## src/rtl/kirby_anim_pkg.sv

```systemverilog
// kirby_anim_pkg
// Shared definitions for the Kirby animation sequencer: action indices,
// per-action frame counts and loop flags, the sequencer state type, and
// small lookup helpers that guard against out-of-range action indices.
package kirby_anim_pkg;

  localparam int NUM_ACTIONS = 3;

  localparam logic [2:0] ACT_IDLE   = 3'd0;
  localparam logic [2:0] ACT_WALK   = 3'd1;
  localparam logic [2:0] ACT_INHALE = 3'd2;

  // Indexed by action: idle, walk, inhale.
  localparam logic [3:0] FRAME_COUNT [NUM_ACTIONS] = '{4'd2, 4'd10, 4'd10};
  localparam logic       LOOP_FLAG   [NUM_ACTIONS] = '{1'b1, 1'b1, 1'b0};

  typedef enum logic {
    S_LOOP    = 1'b0,
    S_ONESHOT = 1'b1
  } anim_state_t;

  function automatic logic action_valid(input logic [2:0] act);
    return act < 3'(NUM_ACTIONS);
  endfunction

  // Unknown actions report a single frame so the frame index stays at 0.
  function automatic logic [3:0] frame_count_of(input logic [2:0] act);
    if (action_valid(act)) return FRAME_COUNT[act[1:0]];
    return 4'd1;
  endfunction

  function automatic logic is_looping(input logic [2:0] act);
    if (action_valid(act)) return LOOP_FLAG[act[1:0]];
    return 1'b1;
  endfunction

endpackage

```

## src/rtl/frame_tick_gen.sv

```systemverilog
// frame_tick_gen
// Detects rising edges of the vsync-rate frame clock and divides them by
// TICKS_PER_FRAME, producing a one-clk frame_advance pulse.
// Ports:
//   clk           system clock
//   rst_n         asynchronous active-low reset
//   frame_clk     frame clock, sampled on clk
//   clear         synchronous clear of the hold counter
//   frame_advance one-clk pulse when an animation frame should advance
module frame_tick_gen #(
  parameter int TICKS_PER_FRAME = 4
) (
  input  logic clk,
  input  logic rst_n,
  input  logic frame_clk,
  input  logic clear,
  output logic frame_advance
);

  localparam logic [3:0] LAST_HOLD = 4'(TICKS_PER_FRAME - 1);

  logic       frame_clk_q;
  logic       tick;
  logic [3:0] hold_cnt;

  assign tick          = frame_clk & ~frame_clk_q;
  assign frame_advance = tick && (hold_cnt == LAST_HOLD);

  always_ff @(posedge clk or negedge rst_n) begin
    if (!rst_n) begin
      frame_clk_q <= 1'b0;
      hold_cnt    <= 4'd0;
    end else begin
      frame_clk_q <= frame_clk;
      // A new action starts its first frame with a full hold period.
      if (clear) begin
        hold_cnt <= 4'd0;
      end else if (tick) begin
        hold_cnt <= (hold_cnt == LAST_HOLD) ? 4'd0 : hold_cnt + 4'd1;
      end
    end
  end

endmodule

```

## src/rtl/kirby_anim_sequencer.sv

```systemverilog
// kirby_anim_sequencer
// Steps the Kirby sprite animation: accepts action requests from game
// logic, advances the frame index on prescaled frame_clk edges, wraps
// looping actions and returns one-shot actions to DEFAULT_ACTION.
// Optional feature macro: ANIM_PREEMPT_EN (requests may interrupt or
// restart a playing one-shot; default build ignores them).
// Ports:
//   Clk                        system clock
//   Reset                      asynchronous active-low reset
//   frame_clk                  vsync-rate frame clock
//   action_req                 requested action index
//   action_req_valid           one-cycle request strobe
//   character_action_idx       current action (registered)
//   character_action_frame_idx current frame within action (registered)
//   busy                       high while a one-shot is playing
//   anim_done                  one-cycle pulse on one-shot completion
module kirby_anim_sequencer
  import kirby_anim_pkg::*;
#(
  parameter int         TICKS_PER_FRAME = 4,
  parameter logic [2:0] DEFAULT_ACTION  = 3'd0
) (
  input  logic       Clk,
  input  logic       Reset,
  input  logic       frame_clk,
  input  logic [2:0] action_req,
  input  logic       action_req_valid,
  output logic [2:0] character_action_idx,
  output logic [3:0] character_action_frame_idx,
  output logic       busy,
  output logic       anim_done
);

  anim_state_t state;
  logic        frame_advance;
  logic [3:0]  cur_count;
  logic        at_last;
  logic        complete;
  logic        req_ok;
  logic        accept;

  frame_tick_gen #(
    .TICKS_PER_FRAME(TICKS_PER_FRAME)
  ) u_tick (
    .clk          (Clk),
    .rst_n        (Reset),
    .frame_clk    (frame_clk),
    .clear        (accept),
    .frame_advance(frame_advance)
  );

  assign cur_count = frame_count_of(character_action_idx);
  assign at_last   = (character_action_frame_idx == cur_count - 4'd1);
  assign complete  = (state == S_ONESHOT) && frame_advance && at_last;

`ifdef ANIM_PREEMPT_EN
  // During a one-shot even the same action is accepted, restarting it.
  assign req_ok = action_req_valid && action_valid(action_req) &&
                  ((action_req != character_action_idx) || (state == S_ONESHOT));
`else
  assign req_ok = action_req_valid && action_valid(action_req) &&
                  (state == S_LOOP) && (action_req != character_action_idx);
`endif

  // Completion takes priority over a coincident request.
  assign accept = req_ok && !complete;

  always_ff @(posedge Clk or negedge Reset) begin
    if (!Reset) begin
      state                      <= S_LOOP;
      character_action_idx       <= DEFAULT_ACTION;
      character_action_frame_idx <= 4'd0;
      busy                       <= 1'b0;
      anim_done                  <= 1'b0;
    end else begin
      anim_done <= 1'b0;
      if (accept) begin
        // A coincident frame advance is deliberately discarded here.
        character_action_idx       <= action_req;
        character_action_frame_idx <= 4'd0;
        state                      <= is_looping(action_req) ? S_LOOP : S_ONESHOT;
        busy                       <= !is_looping(action_req);
      end else if (complete) begin
        character_action_idx       <= DEFAULT_ACTION;
        character_action_frame_idx <= 4'd0;
        state                      <= S_LOOP;
        busy                       <= 1'b0;
        anim_done                  <= 1'b1;
      end else if (frame_advance) begin
        character_action_frame_idx <= at_last ? 4'd0 : character_action_frame_idx + 4'd1;
      end
    end
  end

endmodule

```

## config.mk

```make
export PLATFORM = sky130hd
export DESIGN_NAME = kirby_anim_sequencer
export DESIGN_NICKNAME = d
export VERILOG_FILES = /design/src/rtl/kirby_anim_pkg.sv /design/src/rtl/frame_tick_gen.sv /design/src/rtl/kirby_anim_sequencer.sv
export SDC_FILE = /design/constraint.sdc
export NUM_CORES = 1
export LEC_CHECK = 0
export CAP_MARGIN = 10
export CORE_ASPECT_RATIO = 1.2
export CORE_MARGIN = 4
export CORE_UTILIZATION = 50
export CTS_BUF_LIST = sky130_fd_sc_hd__clkbuf_2
export CTS_CLUSTER_DIAMETER = 100
export CTS_CLUSTER_SIZE = 8
export DETAILED_ROUTE_END_ITERATION = 6
export PLACE_DENSITY = 0.78
export SLEW_MARGIN = 20
export SYNTH_ARGS = -nofsm -noshare
export SYNTH_HDL_FRONTEND = slang
export SYNTH_HIERARCHICAL = 1
export SYNTH_SLANG_ARGS = --single-unit
```

## constraint.sdc

```tcl
create_clock -name Clk -period 2.7 [get_ports Clk]
set_clock_uncertainty 0.05 [all_clocks]
set_input_delay 0.54 -clock Clk [delete_from_list [all_inputs] [get_ports Clk]]
set_output_delay 0.54 -clock Clk [all_outputs]
set_load 0.03 [all_outputs]
```

Word level (Yosys, flattened, before mapping). Index checks and enable logic that the tools add are counted.

Bitwise gates (word level): 5. Div/mod/pow operators: 0. $mul: 0. Add/subtract/negate cells: 3. Magnitude comparators: 4. Equal/unequal tests: 3. Reduce and logical (&&, ||, !) cells: 12. Shift-type cells: 0. Multiplexer cells: 29.

Operator list (count): $mux 4 (11); $mux 1 (14); $add 4x1->4 const B (2); $bmux 4 s2 (1); $logic_and 1x1->1 (7); $ge 3x3->1 const B (2); $lt 3x2->1 const B (2); $mux 3 (2); $not 2->3 (2); $eq 4x2->1 const B (1); $eq 4x4->1 (1); $reduce_bool 2->1 (2); $sub 4x1->4 const B (1); $ne 3x3->1 (1); $reduce_bool 3->1 (1); $bmux 1 s2 (1); $logic_not 1->1 (2); $not 1->1 (2); $and 1x1->1 (1).

Latch bits: 0. Memories kept: 0. Word-level logic and storage cells: 63. Register bits after elaboration: 15. ROM bits: 0. RAM bits: 0. Input bits: 7.

Depth between registers and ports, before layout.
Word-level depth: 16. Gate-level depth with buffers: 7. Gate-level depth less buffers: 6.

Modules after synthesis. The synthesis kept the hierarchy.

Modules (own cells, without submodules): kirby_anim_sequencer (sequential area each 225.2 µm², cells each 56, area an instance 541.8 µm², times used 1); frame_tick_gen (sequential area each 125.1 µm², cells each 20, area an instance 242.7 µm², times used 1).

Worst setup path after synthesis. No wires, ideal clock.

Path kind: reg2reg. Start: register character_action_idx[0]. End: register character_action_frame_idx[3]. Required time: 2.508 ns. Cell stages (with the launch flop): 8. Arrival time: 1.900 ns. Setup slack: 0.608 ns. Period minus slack after synthesis: 2.092 ns. Path through: dfrtp_1 -> ha_1 -> nand2_2 -> xnor2_1 -> or4b_1 -> buf_6 -> a31oi_1 -> a21oi_1.

Cells in the longest elaborated chain, start to end: 12. Elaborated cells on any way between the ends: 20. Classes of those cells: 1 x add/sub; 1 x order compare; 2 x eq/ne; 10 x mux; 1 x bitwise; 5 x reduce/logical.

Ends and longest elaborated chain: start, declared (line kirby_anim_sequencer.sv:28) `output logic [2:0] character_action_idx,`; start signal, assigned (line kirby_anim_sequencer.sv:79) `character_action_idx <= action_req;`; $not 2->3 (implied by the code) (line kirby_anim_pkg.sv:28) `if (action_valid(act)) return FRAME_COUNT[act[1:0]];`; $bmux 4 s2 (line kirby_anim_pkg.sv:28); $mux 4 (implied by the code) (2 in series) (line kirby_anim_pkg.sv:28); $mux 4 (line kirby_anim_pkg.sv:28); $mux 4 (line kirby_anim_pkg.sv:29) `return 4'd1;`; $sub 4x1->4 (line kirby_anim_sequencer.sv:53) `assign at_last = (character_action_frame_idx == cur_count - 4'd1);`; $eq 4x4->1 (line kirby_anim_sequencer.sv:53); $mux 4 or $logic_and 1x1->1 (tied branches) (line kirby_anim_sequencer.sv:90, kirby_anim_sequencer.sv:54); $mux 4 or $logic_not 1->1 (tied branches) (line kirby_anim_sequencer.sv:89, kirby_anim_sequencer.sv:66); $mux 4 or $logic_and 1x1->1 (tied branches) (line kirby_anim_sequencer.sv:83, kirby_anim_sequencer.sv:66); $mux 4 or $reduce_bool 3->1 (tied branches); end signal, assigned (line kirby_anim_sequencer.sv:90) `character_action_frame_idx <= at_last ? 4'd0 : character_action_frame_idx + 4'd1;`; end, declared (line kirby_anim_sequencer.sv:29) `output logic [3:0] character_action_frame_idx,`.

Several ways; a longest one is shown, not always the timed one. The select of a mux whose other input is x is not followed. A chain may end at the register's enable or synchronous reset.

Final worst setup path.
Start: register character_action_idx[0]. End: register character_action_idx[1].

Cells in the longest elaborated chain, start to end: 12. Elaborated cells on any way between the ends: 17. Classes of those cells: 1 x add/sub; 1 x order compare; 2 x eq/ne; 7 x mux; 1 x bitwise; 5 x reduce/logical.

Ends and longest elaborated chain: $not 2->3 (implied by the code) (line kirby_anim_pkg.sv:28); $bmux 4 s2 (line kirby_anim_pkg.sv:28); $mux 4 (implied by the code) (2 in series) (line kirby_anim_pkg.sv:28); $mux 4 (line kirby_anim_pkg.sv:28); $mux 4 (line kirby_anim_pkg.sv:29); $sub 4x1->4 (line kirby_anim_sequencer.sv:53); $eq 4x4->1 (line kirby_anim_sequencer.sv:53); $logic_and 1x1->1 (line kirby_anim_sequencer.sv:54) `assign complete = (state == S_ONESHOT) && frame_advance && at_last;`; $logic_not 1->1 (line kirby_anim_sequencer.sv:66) `assign accept = req_ok && !complete;`; $logic_and 1x1->1 (line kirby_anim_sequencer.sv:66); $mux 3 or $reduce_bool 2->1 (tied branches).

Several ways; a longest one is shown, not always the timed one. The select of a mux whose other input is x is not followed.

==> metrics <==
status finished, final reports clean; Worst Slack Setup Final 586.8 ps; Die Ht 51.39 um; clock tree from TritonCTS done; critical path class flop to flop; worst stage delay on the critical path 630 ps; power per standard cell area 843.1 mW/mm^2; ant diodes 0; clock sink count 14; cts repair resizes 0; Reg clk slew, reported paths 130 ps; Least-Margin Pin Slew 633.2 ps; synthesized area per cell 10.32 um^2; via count 594; hold path endpoint u_tick/hold_cnt[1]; FILL cells 135; total track usage 16.47%; slew margin rel. 57.66%; die area 0.002269 mm^2; Syn. warnings 6; Synth Instances 76; clk_lat worst skew 270 ps; number of buffers added on ports 15; Nets 105; Req. time, crit path 2820 ps; # Post-CTS Setup Buffers 0; crit-path leading delay family simple AND/OR/NAND/NOR gates; leakage power 0.4181 nW; largest net degree at the start of global routing 15; critical path arrival 2240 ps; mapped cell area 784.5 um^2; crit share post-route 78.27%; Async SR Flop Fraction 100.0%; met1 Track Usage GR 19.64%; worst path cell trace ha_1 -> nand2_2 -> xnor2_1 -> or4b_1 -> a21oi_4 -> o21ai_1; CP endpoint kind flop; first-pass GRT wire length 2.732 mm; Initial Util 53.59%; hold_buf cts 0; CTS Buf Count 3; final cell count without fillers 110; H-tree levels 1; ys flop type dfrtp_1; gp weighted congestion 0.7504; Cells after DPL 107; detailed-route wire length per cell 13.55 um; RSZ-0062 raised after global routing false; Post-DP HPWL 1.181 mm; hold_sp u_tick/hold_cnt[1]; layout cells sized above 1 12.90%; vias per std cell 5.400; peak supply drop 441.5 uV; reg2reg setup slack 590 ps; Synthesized Nets 86; Root Driver clkbuf_2; EDFF count, synth 0; Ports 16; post-synthesis sequential area ratio 44.66%; worst r2r dst character_action_idx[1]; largest fanout on the critical path 7; count leader, synth dfrtp_1; Min-Delay Path Class flop to flop; Synth top cells by count dfrtp_1 (14), a21oi_1 (6), nand2_1 (4), nor3b_1 (4); Max Cap Viol 0; Final min period 2113 ps; Distinct cells, synth 34; Worst R2R Path Depth 6; setup TNS 0 ps; clock tree buffer depth 2; initial antenna violation count 0; maximum clock rate 473.2 MHz; Worst setup SP type flop; Synth top area share 44.66%; Place WS 360.0 ps; layout overhead on the synthesized area 23.29%; # rows 15; CP Buf/Inv Count 0; Final Max Tran Viols 0; die extent in x 44.16 um; #FFs+latches synth 14; GR Layer Usage met2 27.18%; Hold Crit Depth 2; Crit Reg-Reg Startpoint character_action_idx[0]; CP max-delay cell or4b_1; First DRT Iteration DRCs 1; DR DRC count 0; Final Routed Wirelength 1.491 mm; ranking of synthesized cells by area dfrtp_1 (45%), ha_1 (4.8%), a21oi_1 (3.8%); Top Usage Layer GRT met2; met3 Use GR 3.169%; Overflow after GRT 0; DRT antenna net count 0; Core ar. 0.001464 mm^2; vias in the first global route 625; final setup vio count 0; post-synth top area cell dfrtp_1; DR pass1 iterations 2; final hold vios 0
-- where the power goes --
group          total (mW)  leakage (nW)  internal, mW  switching (mW)
registers           0.338         0.176         0.265          0.0725
logic               0.382         0.230         0.175           0.207
clock network      0.0955        0.0125        0.0303          0.0652
-- cell type report --
cell class	instances	area (um^2)	share of cell area (%)
Multi-Input combinational cell	57	407.9	42.17
Inverter	2	7.507	0.7762
Tap cell	17	21.27	2.199
Sequential cell	14	350.3	36.22
Timing Repair Buffer	17	165.2	17.08
Clock buffer	3	15.01	1.552
-- worst reg2reg max path: cells and delay by family, from the launching register on --
family                     cells  cell delay (ps)
and+or+nand+nor                2              680
xor gates and xnor gates       1              130
adders and majority gates      1              320
DFF                            1              480
AOI/OAI and AO/OA              2              340
-- how the worst max path moves through the flow --
stage                     slack, ps  depth (start not counted)                     from                       endpoint
after CTS                       570                          6  character_action_idx[0]        character_action_idx[1]
after detailed placement        360                          7            action_req[2]             u_tick/hold_cnt[3]
final                           590                          6  character_action_idx[0]        character_action_idx[1]
after floorplan                 610                          7  character_action_idx[0]  character_action_frame_idx[3]
after global placement          400                          7            action_req[2]             u_tick/hold_cnt[3]
after global routing            440                          6  character_action_idx[0]        character_action_idx[1]
-- sequential cells by signal (all words and copies together), names as in the netlist --
| signal | flops |
|---|---|
| anim_done | 1 |
| busy | 1 |
| character_action_frame_idx | 4 |
| character_action_idx | 3 |
| u_tick/frame_clk_q | 1 |
| u_tick/hold_cnt | 4 |
-- per-stage QoR --
step	hold slack [ps]	area, um^2	utilization (%)	power [mW]
2_1_floorplan	194.4	784.5	-	0.6035
3_3_place_gp	494.9	952.2	65.04	0.7203
3_5_place_dp	492.2	952.2	65.04	0.7317
4_1_cts	521.7	967.2	66.07	0.8271
5_1_grt	550.3	967.2	66.07	0.8829
6_report	524.8	967.2	66.07	0.8155
-- metal layers --
layer | wire length (um) | vias to the layer above | share of wire [%]
li1 | - | 307 | -
met1 | 643 | 277 | 43
met2 | 787 | 8 | 53
met3 | 46 | 2 | 3.1
met4 | 13 | 0 | 0.87
met5 | 0 | - | 0
-- logic make-up (layout without fill, tap and decap cells) --
logic type / after synthesis / after routing / synth area share, %
simple gates: 33 / 33 / 27.43
flops: 14 / 14 / 44.66
compound gates: 16 / 16 / 13.72
mux: 2 / 2 / 2.711
buf+inv: 5 / 22 / 3.350
fa+ha+maj: 3 / 3 / 4.785
xor+xnor: 3 / 3 / 3.350
-- placed cells by master (no fill, tap or decap), types with 3 or more instances in the layout --
master           instances
clkdlybuf4s50_1         15
dfrtp_1                 14
a21oi_1                  6
nor3b_1                  4
nand2_1                  4
o21ai_0                  3
nand4_1                  3
nand2b_1                 3
ha_1                     3
clkbuf_2                 3
nor2_1                   3
(Power assumes the default switching activity.)
